--- src/rtl/pipe_hazard_ctrl_if.sv ---
// Hazard-control bundle between the 5-stage pipeline and pipe_hazard_ctrl.
// The pipeline (master) reports hazard sources; the controller (slave) returns stall/bubble pairs and status.
interface pipe_hazard_ctrl_if #(
  parameter int CNT_W = 32
) ();

  logic [4:0]       D_rs1_i;
  logic [4:0]       D_rs2_i;
  logic             D_use_rs1_i;
  logic             D_use_rs2_i;
  logic             E_load_i;
  logic             E_need_dstE_i;
  logic [4:0]       E_dstE_i;
  logic             E_redirect_i;
  logic             E_multi_start_i;
  logic             E_multi_done_i;
  logic             M_mem_wait_i;

  logic             F_stall_o;
  logic             F_bubble_o;
  logic             D_stall_o;
  logic             D_bubble_o;
  logic             E_stall_o;
  logic             E_bubble_o;
  logic             multi_busy_o;
  logic             err_o;
  logic [CNT_W-1:0] stall_cnt_o;
  logic [CNT_W-1:0] flush_cnt_o;

  modport master (
    output D_rs1_i, D_rs2_i, D_use_rs1_i, D_use_rs2_i,
    output E_load_i, E_need_dstE_i, E_dstE_i, E_redirect_i,
    output E_multi_start_i, E_multi_done_i, M_mem_wait_i,
    input  F_stall_o, F_bubble_o, D_stall_o, D_bubble_o, E_stall_o, E_bubble_o,
    input  multi_busy_o, err_o, stall_cnt_o, flush_cnt_o
  );

  modport slave (
    input  D_rs1_i, D_rs2_i, D_use_rs1_i, D_use_rs2_i,
    input  E_load_i, E_need_dstE_i, E_dstE_i, E_redirect_i,
    input  E_multi_start_i, E_multi_done_i, M_mem_wait_i,
    output F_stall_o, F_bubble_o, D_stall_o, D_bubble_o, E_stall_o, E_bubble_o,
    output multi_busy_o, err_o, stall_cnt_o, flush_cnt_o
  );

endinterface

--- src/rtl/pipe_hazard_ctrl.sv ---
// Pipeline hazard controller: load-use, redirect, mem-wait and multi-cycle op sequencing
// with a watchdog, plus saturating stall/flush counters.
module pipe_hazard_ctrl #(
  parameter int CNT_W         = 32,
  parameter int MULTI_TIMEOUT = 64,
  parameter int TO_W          = 7
) (
  input  logic                clk_i,
  input  logic                rst_n,
  pipe_hazard_ctrl_if.slave   hz
);

  typedef enum logic [0:0] {
    ST_RUN   = 1'b0,
    ST_MULTI = 1'b1
  } state_t;

  state_t          state_reg;
  logic [TO_W-1:0] wdog_reg;
  logic            err_reg;

  logic [4:0]      d_rs [2];
  logic [1:0]      d_use;
  logic [1:0]      src_hit;
  logic            lu_hit;
  logic            in_multi;
  logic            ms_hit;
  logic            timeout_hit;

  logic            f_stall;
  logic            f_bubble;
  logic            d_stall;
  logic            d_bubble;
  logic            e_stall;
  logic            e_bubble;
  logic            flush_inc;
  logic [1:0]      cnt_inc;

  assign d_rs[0] = hz.D_rs1_i;
  assign d_rs[1] = hz.D_rs2_i;
  assign d_use   = {hz.D_use_rs2_i, hz.D_use_rs1_i};

  genvar gi;
  generate
    for (gi = 0; gi < 2; gi++) begin : g_src
      assign src_hit[gi] = d_use[gi] && (d_rs[gi] == hz.E_dstE_i);
    end
  endgenerate

  // x0 is hard-wired zero, so a load targeting it never creates a dependency.
  assign lu_hit = hz.E_load_i && hz.E_need_dstE_i && (hz.E_dstE_i != 5'd0) && (|src_hit);

  assign in_multi    = (state_reg == ST_MULTI);
  assign ms_hit      = !hz.E_multi_done_i && ((!in_multi && hz.E_multi_start_i) || in_multi);
  assign timeout_hit = in_multi && !hz.E_multi_done_i && (wdog_reg == TO_W'(MULTI_TIMEOUT));

  always_comb begin
    f_stall   = 1'b0;
    f_bubble  = 1'b0;
    d_stall   = 1'b0;
    d_bubble  = 1'b0;
    e_stall   = 1'b0;
    e_bubble  = 1'b0;
    flush_inc = 1'b0;
    if (!rst_n) begin
      f_bubble = 1'b1;
      d_bubble = 1'b1;
      e_bubble = 1'b1;
    end else if (hz.M_mem_wait_i) begin
      f_stall = 1'b1;
      d_stall = 1'b1;
      e_stall = 1'b1;
    end else if (ms_hit) begin
      f_stall  = 1'b1;
      e_bubble = 1'b1;
      // On timeout the stuck op is squashed out of decode_reg; fetch_reg keeps
      // holding so the instruction behind the op is not lost.
      if (timeout_hit) begin
        d_bubble = 1'b1;
      end else begin
        d_stall = 1'b1;
      end
    end else if (hz.E_redirect_i) begin
      f_bubble  = 1'b1;
      d_bubble  = 1'b1;
      flush_inc = 1'b1;
    end else if (lu_hit) begin
      f_stall  = 1'b1;
      d_bubble = 1'b1;
    end
  end

  assign hz.F_stall_o  = f_stall;
  assign hz.F_bubble_o = f_bubble;
  assign hz.D_stall_o  = d_stall;
  assign hz.D_bubble_o = d_bubble;
  assign hz.E_stall_o  = e_stall;
  assign hz.E_bubble_o = e_bubble;

  always_ff @(posedge clk_i or negedge rst_n) begin
    if (!rst_n) begin
      state_reg <= ST_RUN;
      wdog_reg  <= '0;
      err_reg   <= 1'b0;
    end else if (!hz.M_mem_wait_i) begin
      case (state_reg)
        ST_RUN: begin
          if (hz.E_multi_start_i && !hz.E_multi_done_i) begin
            state_reg <= ST_MULTI;
            wdog_reg  <= TO_W'(1);
          end
        end
        ST_MULTI: begin
          if (hz.E_multi_done_i) begin
            state_reg <= ST_RUN;
            wdog_reg  <= '0;
          end else if (wdog_reg == TO_W'(MULTI_TIMEOUT)) begin
            state_reg <= ST_RUN;
            wdog_reg  <= '0;
            err_reg   <= 1'b1;
          end else begin
            wdog_reg <= wdog_reg + TO_W'(1);
          end
        end
        default: begin
          state_reg <= ST_RUN;
          wdog_reg  <= '0;
        end
      endcase
    end
  end

  assign hz.multi_busy_o = in_multi;
  assign hz.err_o        = err_reg;

  assign cnt_inc = {flush_inc, f_stall};

  // Slot 0 counts fetch-stall cycles, slot 1 counts accepted redirects.
  generate
    for (gi = 0; gi < 2; gi++) begin : g_cnt
      logic [CNT_W-1:0] cnt_reg;
      always_ff @(posedge clk_i or negedge rst_n) begin
        if (!rst_n) begin
          cnt_reg <= '0;
        end else if (cnt_inc[gi] && (cnt_reg != {CNT_W{1'b1}})) begin
          cnt_reg <= cnt_reg + CNT_W'(1);
        end
      end
    end
  endgenerate

  assign hz.stall_cnt_o = g_cnt[0].cnt_reg;
  assign hz.flush_cnt_o = g_cnt[1].cnt_reg;

  a_f_excl: assert property (@(posedge clk_i) disable iff (!rst_n) !(f_stall && f_bubble));
  a_d_excl: assert property (@(posedge clk_i) disable iff (!rst_n) !(d_stall && d_bubble));
  a_e_excl: assert property (@(posedge clk_i) disable iff (!rst_n) !(e_stall && e_bubble));

endmodule

--- src/flat_wrapper.sv ---
// flat-port wrapper written by rule: the top's interface ports become plain ports
module pipe_hazard_ctrl_flat 
#(
  parameter int CNT_W         = 32,
  parameter int MULTI_TIMEOUT = 64,
  parameter int TO_W          = 7
)
  (clk_i, rst_n, hz_D_rs1_i, hz_D_rs2_i, hz_D_use_rs1_i, hz_D_use_rs2_i, hz_E_load_i, hz_E_need_dstE_i, hz_E_dstE_i, hz_E_redirect_i, hz_E_multi_start_i, hz_E_multi_done_i, hz_M_mem_wait_i, hz_F_stall_o, hz_F_bubble_o, hz_D_stall_o, hz_D_bubble_o, hz_E_stall_o, hz_E_bubble_o, hz_multi_busy_o, hz_err_o, hz_stall_cnt_o, hz_flush_cnt_o);
  pipe_hazard_ctrl_if #(.CNT_W(CNT_W)) hz_i ();
  input  logic clk_i;
  input  logic rst_n;
  input wire logic [$bits(hz_i.D_rs1_i)-1:0] hz_D_rs1_i;
  input wire logic [$bits(hz_i.D_rs2_i)-1:0] hz_D_rs2_i;
  input wire logic [$bits(hz_i.D_use_rs1_i)-1:0] hz_D_use_rs1_i;
  input wire logic [$bits(hz_i.D_use_rs2_i)-1:0] hz_D_use_rs2_i;
  input wire logic [$bits(hz_i.E_load_i)-1:0] hz_E_load_i;
  input wire logic [$bits(hz_i.E_need_dstE_i)-1:0] hz_E_need_dstE_i;
  input wire logic [$bits(hz_i.E_dstE_i)-1:0] hz_E_dstE_i;
  input wire logic [$bits(hz_i.E_redirect_i)-1:0] hz_E_redirect_i;
  input wire logic [$bits(hz_i.E_multi_start_i)-1:0] hz_E_multi_start_i;
  input wire logic [$bits(hz_i.E_multi_done_i)-1:0] hz_E_multi_done_i;
  input wire logic [$bits(hz_i.M_mem_wait_i)-1:0] hz_M_mem_wait_i;
  output wire logic [$bits(hz_i.F_stall_o)-1:0] hz_F_stall_o;
  output wire logic [$bits(hz_i.F_bubble_o)-1:0] hz_F_bubble_o;
  output wire logic [$bits(hz_i.D_stall_o)-1:0] hz_D_stall_o;
  output wire logic [$bits(hz_i.D_bubble_o)-1:0] hz_D_bubble_o;
  output wire logic [$bits(hz_i.E_stall_o)-1:0] hz_E_stall_o;
  output wire logic [$bits(hz_i.E_bubble_o)-1:0] hz_E_bubble_o;
  output wire logic [$bits(hz_i.multi_busy_o)-1:0] hz_multi_busy_o;
  output wire logic [$bits(hz_i.err_o)-1:0] hz_err_o;
  output wire logic [$bits(hz_i.stall_cnt_o)-1:0] hz_stall_cnt_o;
  output wire logic [$bits(hz_i.flush_cnt_o)-1:0] hz_flush_cnt_o;
  assign hz_i.D_rs1_i = hz_D_rs1_i;
  assign hz_i.D_rs2_i = hz_D_rs2_i;
  assign hz_i.D_use_rs1_i = hz_D_use_rs1_i;
  assign hz_i.D_use_rs2_i = hz_D_use_rs2_i;
  assign hz_i.E_load_i = hz_E_load_i;
  assign hz_i.E_need_dstE_i = hz_E_need_dstE_i;
  assign hz_i.E_dstE_i = hz_E_dstE_i;
  assign hz_i.E_redirect_i = hz_E_redirect_i;
  assign hz_i.E_multi_start_i = hz_E_multi_start_i;
  assign hz_i.E_multi_done_i = hz_E_multi_done_i;
  assign hz_i.M_mem_wait_i = hz_M_mem_wait_i;
  assign hz_F_stall_o = hz_i.F_stall_o;
  assign hz_F_bubble_o = hz_i.F_bubble_o;
  assign hz_D_stall_o = hz_i.D_stall_o;
  assign hz_D_bubble_o = hz_i.D_bubble_o;
  assign hz_E_stall_o = hz_i.E_stall_o;
  assign hz_E_bubble_o = hz_i.E_bubble_o;
  assign hz_multi_busy_o = hz_i.multi_busy_o;
  assign hz_err_o = hz_i.err_o;
  assign hz_stall_cnt_o = hz_i.stall_cnt_o;
  assign hz_flush_cnt_o = hz_i.flush_cnt_o;
  pipe_hazard_ctrl #(.CNT_W(CNT_W), .MULTI_TIMEOUT(MULTI_TIMEOUT), .TO_W(TO_W)) u_core (.clk_i(clk_i), .rst_n(rst_n), .hz(hz_i));
endmodule
--- config.mk ---
export PLATFORM = sky130hd
export DESIGN_NAME = pipe_hazard_ctrl_flat
export DESIGN_NICKNAME = d
export VERILOG_FILES = /design/src/rtl/pipe_hazard_ctrl_if.sv /design/src/rtl/pipe_hazard_ctrl.sv /design/src/flat_wrapper.sv
export SDC_FILE = /design/constraint.sdc
export NUM_CORES = 1
export LEC_CHECK = 0
export BUFFER_PORTS_ARGS = -buffer_cell sky130_fd_sc_hd__clkbuf_2
export CORE_MARGIN = 2
export CORE_UTILIZATION = 35
export DETAILED_ROUTE_END_ITERATION = 7
export PLACE_DENSITY = 0.6
export RECOVER_POWER = 50
export SYNTH_ARGS = -nofsm -noshare
export SYNTH_HDL_FRONTEND = slang
export SYNTH_SLANG_ARGS = --single-unit
--- constraint.sdc ---
create_clock -name clk_i -period 4.1 [get_ports clk_i]
set_input_delay 0.82 -clock clk_i [delete_from_list [all_inputs] [get_ports clk_i]]
set_output_delay 0.82 -clock clk_i [all_outputs]
set_load 0.02 [all_outputs]
* Yosys cells after proc, flatten, opt, wreduce, memory -nomap -nowiden
Index checks and enable logic that the tools add are counted.
Word-level totals: logic and storage cells 68, bits of input ports 25, register bits 73, output and inout bits 72
Cells by class: equal/unequal tests 6, muxes and demuxes 32, reductions and logical operators 19, add/subtract/negate cells 3, bitwise gates (word level) 3
Operators by type and width (number):
- 32-bit by 1-bit adder with 32-bit output (second input constant) | 2
- 32-bit != test (second input constant) | 2
- 1-bit two-way mux | 27
- 7-bit two-way mux | 3
- 7-bit case mux with 2 select lines | 1
- 1-bit logical AND | 12
- 5-bit equality test | 2
- 7-bit by 1-bit adder with 7-bit output (second input constant) | 1
- 7-bit equality test (second input constant) | 1
- 5-bit nonzero test | 1
- 4-bit AND reduction | 1
- 1-bit NOT | 3
- 1-bit logical NOT | 2
- 2-bit by 1-bit != test with 1-bit output (second input constant) | 1
- 1-bit case mux with 2 select lines | 1
- 2-bit AND reduction | 1
- 2-bit OR reduction | 1
- 1-bit logical OR | 1

* Longest topological paths before layout
depth in word-level cells 10, mapped depth 8

* Worst setup path before layout
No wires, ideal clock.
path kind input to output, from input port hz_E_dstE_i[1], to output port hz_F_stall_o, arrival 2.262 ns, path slack 1.018 ns, stages on the path 5, cell sequence or4_1 o21a_1 a21boi_0 clkbuf_1 inv_1
On the way: word-level cells in the longest chain between the ends 9, elaborated cells between the ends (all ways) 13
RTL lines:
- start, declared | line flat_wrapper.sv:18 | input wire logic [$bits(hz_i.E_dstE_i)-1:0] hz_E_dstE_i;
- 5-bit equality test | line pipe_hazard_ctrl.sv:46 | assign src_hit[gi] = d_use[gi] && (d_rs[gi] == hz.E_dstE_i);
- 1-bit logical AND | line pipe_hazard_ctrl.sv:46
- 2-bit OR reduction | line pipe_hazard_ctrl.sv:51 | assign lu_hit = hz.E_load_i && hz.E_need_dstE_i && (hz.E_dstE_i != 5'd0) && (|src_hit);
- 1-bit logical AND * | line pipe_hazard_ctrl.sv:51
- 1-bit two-way mux * | line pipe_hazard_ctrl.sv:87 | end else if (lu_hit) begin
- 1-bit two-way mux * | line pipe_hazard_ctrl.sv:83 | end else if (hz.E_redirect_i) begin
- 1-bit two-way mux * | line pipe_hazard_ctrl.sv:73 | end else if (ms_hit) begin
- 1-bit two-way mux * | line pipe_hazard_ctrl.sv:69 | end else if (hz.M_mem_wait_i) begin
- 1-bit two-way mux * | line pipe_hazard_ctrl.sv:65 | if (!rst_n) begin
- end, declared | line flat_wrapper.sv:23 | output wire logic [$bits(hz_i.F_stall_o)-1:0] hz_F_stall_o;
Every way passes the cells marked *; elsewhere a longest branch is shown, timed or not.

* Worst setup path after layout
from input port hz_E_dstE_i[1], to output port hz_D_bubble_o
On the way: word-level cells in the longest chain between the ends 9, elaborated cells between the ends (all ways) 13
RTL lines:
- 5-bit equality test | line pipe_hazard_ctrl.sv:46
- 1-bit logical AND | line pipe_hazard_ctrl.sv:46
- 2-bit OR reduction | line pipe_hazard_ctrl.sv:51
- 1-bit logical AND * | line pipe_hazard_ctrl.sv:51
- 1-bit two-way mux * | line pipe_hazard_ctrl.sv:87
- 1-bit two-way mux * | line pipe_hazard_ctrl.sv:83
- 1-bit two-way mux * | line pipe_hazard_ctrl.sv:73
- 1-bit two-way mux * | line pipe_hazard_ctrl.sv:69
- 1-bit two-way mux * | line pipe_hazard_ctrl.sv:65
- end, declared | line flat_wrapper.sv:26 | output wire logic [$bits(hz_i.D_bubble_o)-1:0] hz_D_bubble_o;
Marks and branches as above.

==> out/metrics.cfg <==
[status]
outcome=finished, final reports clean

[setup_path]
reg2reg_slack_ns=1.51
reg2reg_depth=6
crit_start=hz_E_dstE_i[1]
cp.required_ns=3.28
cp_max_fo=3
endpoint_kind=output pin
startpoint_type=input pin
cp-endpoint=hz_D_bubble_o
regToRegStartpoint=u_core.hz.multi_busy_o
cp.arrival_ns=2.42
rr_endpoint=u_core.hz.flush_cnt_o[23]
worstSetupPathType=input pin to output pin

[route]
wirelength_um=8670
avgRoutedWirePerCell_um=13.8
firstDrtPassIters=7
via_per_inst=5.07
vias=3189
drt_iter0_markers=91
ant_nets=0
drc=0

[global_routing]
antenna_found_initial=0
overflow=0
grtUsageTotal_pct=15.5
grt_pass1_vias=3039
grt_pass1_wl_um=14400
grt_max_degree=67

[synth]
synth_cell_types=43
synth_nets=412
synthTopCellsByArea=dfrtp_1 (48%), xor2_1 (8.3%), xnor2_1 (7.6%), nand3_1 (3.7%), nand2_1 (3.4%)
synth_edf_count=0
yosysWarnings=0
netlist_area_mm2=0.00380
yosysTopAreaCell=dfrtp_1
synth-seq-cells=73
syn_avg_cell_area_um2=9.92
synth_top_area_share_pct=48.1
async_flop_share_pct=100
netlist_instances=383
yosysSeqAreaShare_pct=48.1
synth-main-ff-cell=dfrtp_1

[floorplanning]
initial_core_util_pct=35.5
rows=38
die_w_um=108
fp.dieH_um=108
ios=97
die_area_mm2=0.0117
core_area_mm2=0.0107

[finish]
mostFrequentLayoutCell=dfrtp_1
drive_gt1_share_pct=18.6
syn2layout_area_growth_pct=20.5
mostFrequentLayoutCells=dfrtp_1 (73), clkbuf_2 (62), clkbuf_1 (37), xor2_1 (36), nand2_1 (34)
fin_cells=629
fin_util_pct=42.8
final_area_mm2=0.00458
nFillCells=1085
seqCellArea_mm2=0.00183
antenna_cells=0
multi_input_area_mm2=0.00190
fin_nets=514

[clock_tree]
cts_sinks=73
cts_root_buf=clkbuf_8
h-tree-depth=3
cts_setup_buffers=0
cts_resized=0
holdBufCountCts=0
cts_buffers=9
cts_buffer_depth=2
clk_pin_slew_ns=0.07
tritoncts=built
clk_latency_ns=0.34

[place]
gp_congestion=0.793
pre_cts_slack_ns=0.864
portBuffers=96
postPlaceCellArea_mm2=0.00445
dpl.cell_count=614
dp_hpwl_um=6340

[timing]
finalHoldWorstSlack_ns=0.483
worst_slew_pin_slew_ns=0.843
hold_viol_final=0
max_freq_mhz=309
setup_tns_ns=0
rsz0062_at_grt=false
slew_headroom_pct=43.8
fin_crit_ns=3.24
finClkSkew_ns=0.00650
maxSlewViolCount=0
setup_ws_ns=0.864
setup_viol_count_final=0
fin_crit_sh_pct=78.9

[power_and_ir_drop]
p_per_area_mw_per_mm2=407
p_leak_nw=2.06
power_mw=1.86
vdd_drop_max_mv=0.352

[flow_run]
cap_viol_max_count=0

[worst_hold_path]
hp-class=register to register

## power by group
part	internal, mW	total (mW)	switching [mW]	leakage [nW]
Clock	0.278	0.539	0.261	0.0864
Sequential	0.799	0.911	0.113	0.953
Combinational	0.148	0.413	0.265	1.02
Total	1.22	1.86	0.639	2.06
## layer usage
metal / global-route usage, % / vias up / part of all wire [%]
li1: - / 1554 / -
met1: 20.4 / 1527 / 46
met2: 24.3 / 93 / 47
met3: 3.74 / 15 / 5.3
met4: 6.50 / 0 / 1.7
met5: 0 / - / 0
## cell families (layout without fill, tap and decap cells)
kind of cell               Yosys count  in the layout  share of synthesized area [%]
AOI/OAI and AO/OA                   35             35                           6.16
xor gates and xnor gates            69             69                           15.9
adders and majority gates            4              4                           1.32
buffers and inverters               18            124                           1.84
DFF                                 73             73                           48.1
muxes                                4              4                           1.18
and+or+nand+nor                    180            180                           25.5
## final cells by class
class,count,share of cell area [%]
Timing Repair Buffer,99,10.0
Tap cell,140,3.82
Clock buffer,12,2.95
Inverter,10,0.819
Sequential cell,73,39.9
Clock inverter,3,0.928
Multi-Input combinational cell,292,41.6
## worst max-delay path, cell delays in order
cell and delay (ns):
clkbuf_2 0.11, or4_1 0.58, o2111ai_1 0.22, nor3_1 0.06
or3b_2 0.46, clkbuf_2 0.17
## worst min-delay path by stage
stage | start | depth (start not counted) | to | slack [ns]
after global placement | u_core.hz.err_o | 1 | u_core.hz.err_o | 0.46
after floorplan | u_core.wdog_reg[6] | 1 | u_core.wdog_reg[6] | 0.46
after CTS | rst_n | 1 | u_core.hz.stall_cnt_o[25] | 0.29
after detailed placement | u_core.hz.err_o | 1 | u_core.hz.err_o | 0.47
after global routing | u_core.hz.flush_cnt_o[17] | 1 | u_core.hz.flush_cnt_o[17] | 0.51
final | u_core.hz.flush_cnt_o[15] | 1 | u_core.hz.flush_cnt_o[15] | 0.48
## Yosys cell counts, drive strengths merged, types with 3 or more instances
library cell / instances
a21oi: 5
a31oi: 5
and3: 8
and4: 4
clkbuf: 6
dfrtp: 73
ha: 4
inv: 10
mux2: 4
nand2: 34
nand2b: 9
nand3: 28
nand4: 20
nor2: 25
nor3: 19
nor4: 12
nor4b: 3
o21ai: 13
o31ai: 4
or4: 4
xnor2: 33
xor2: 36
Power figures use the tool's default switching activity.
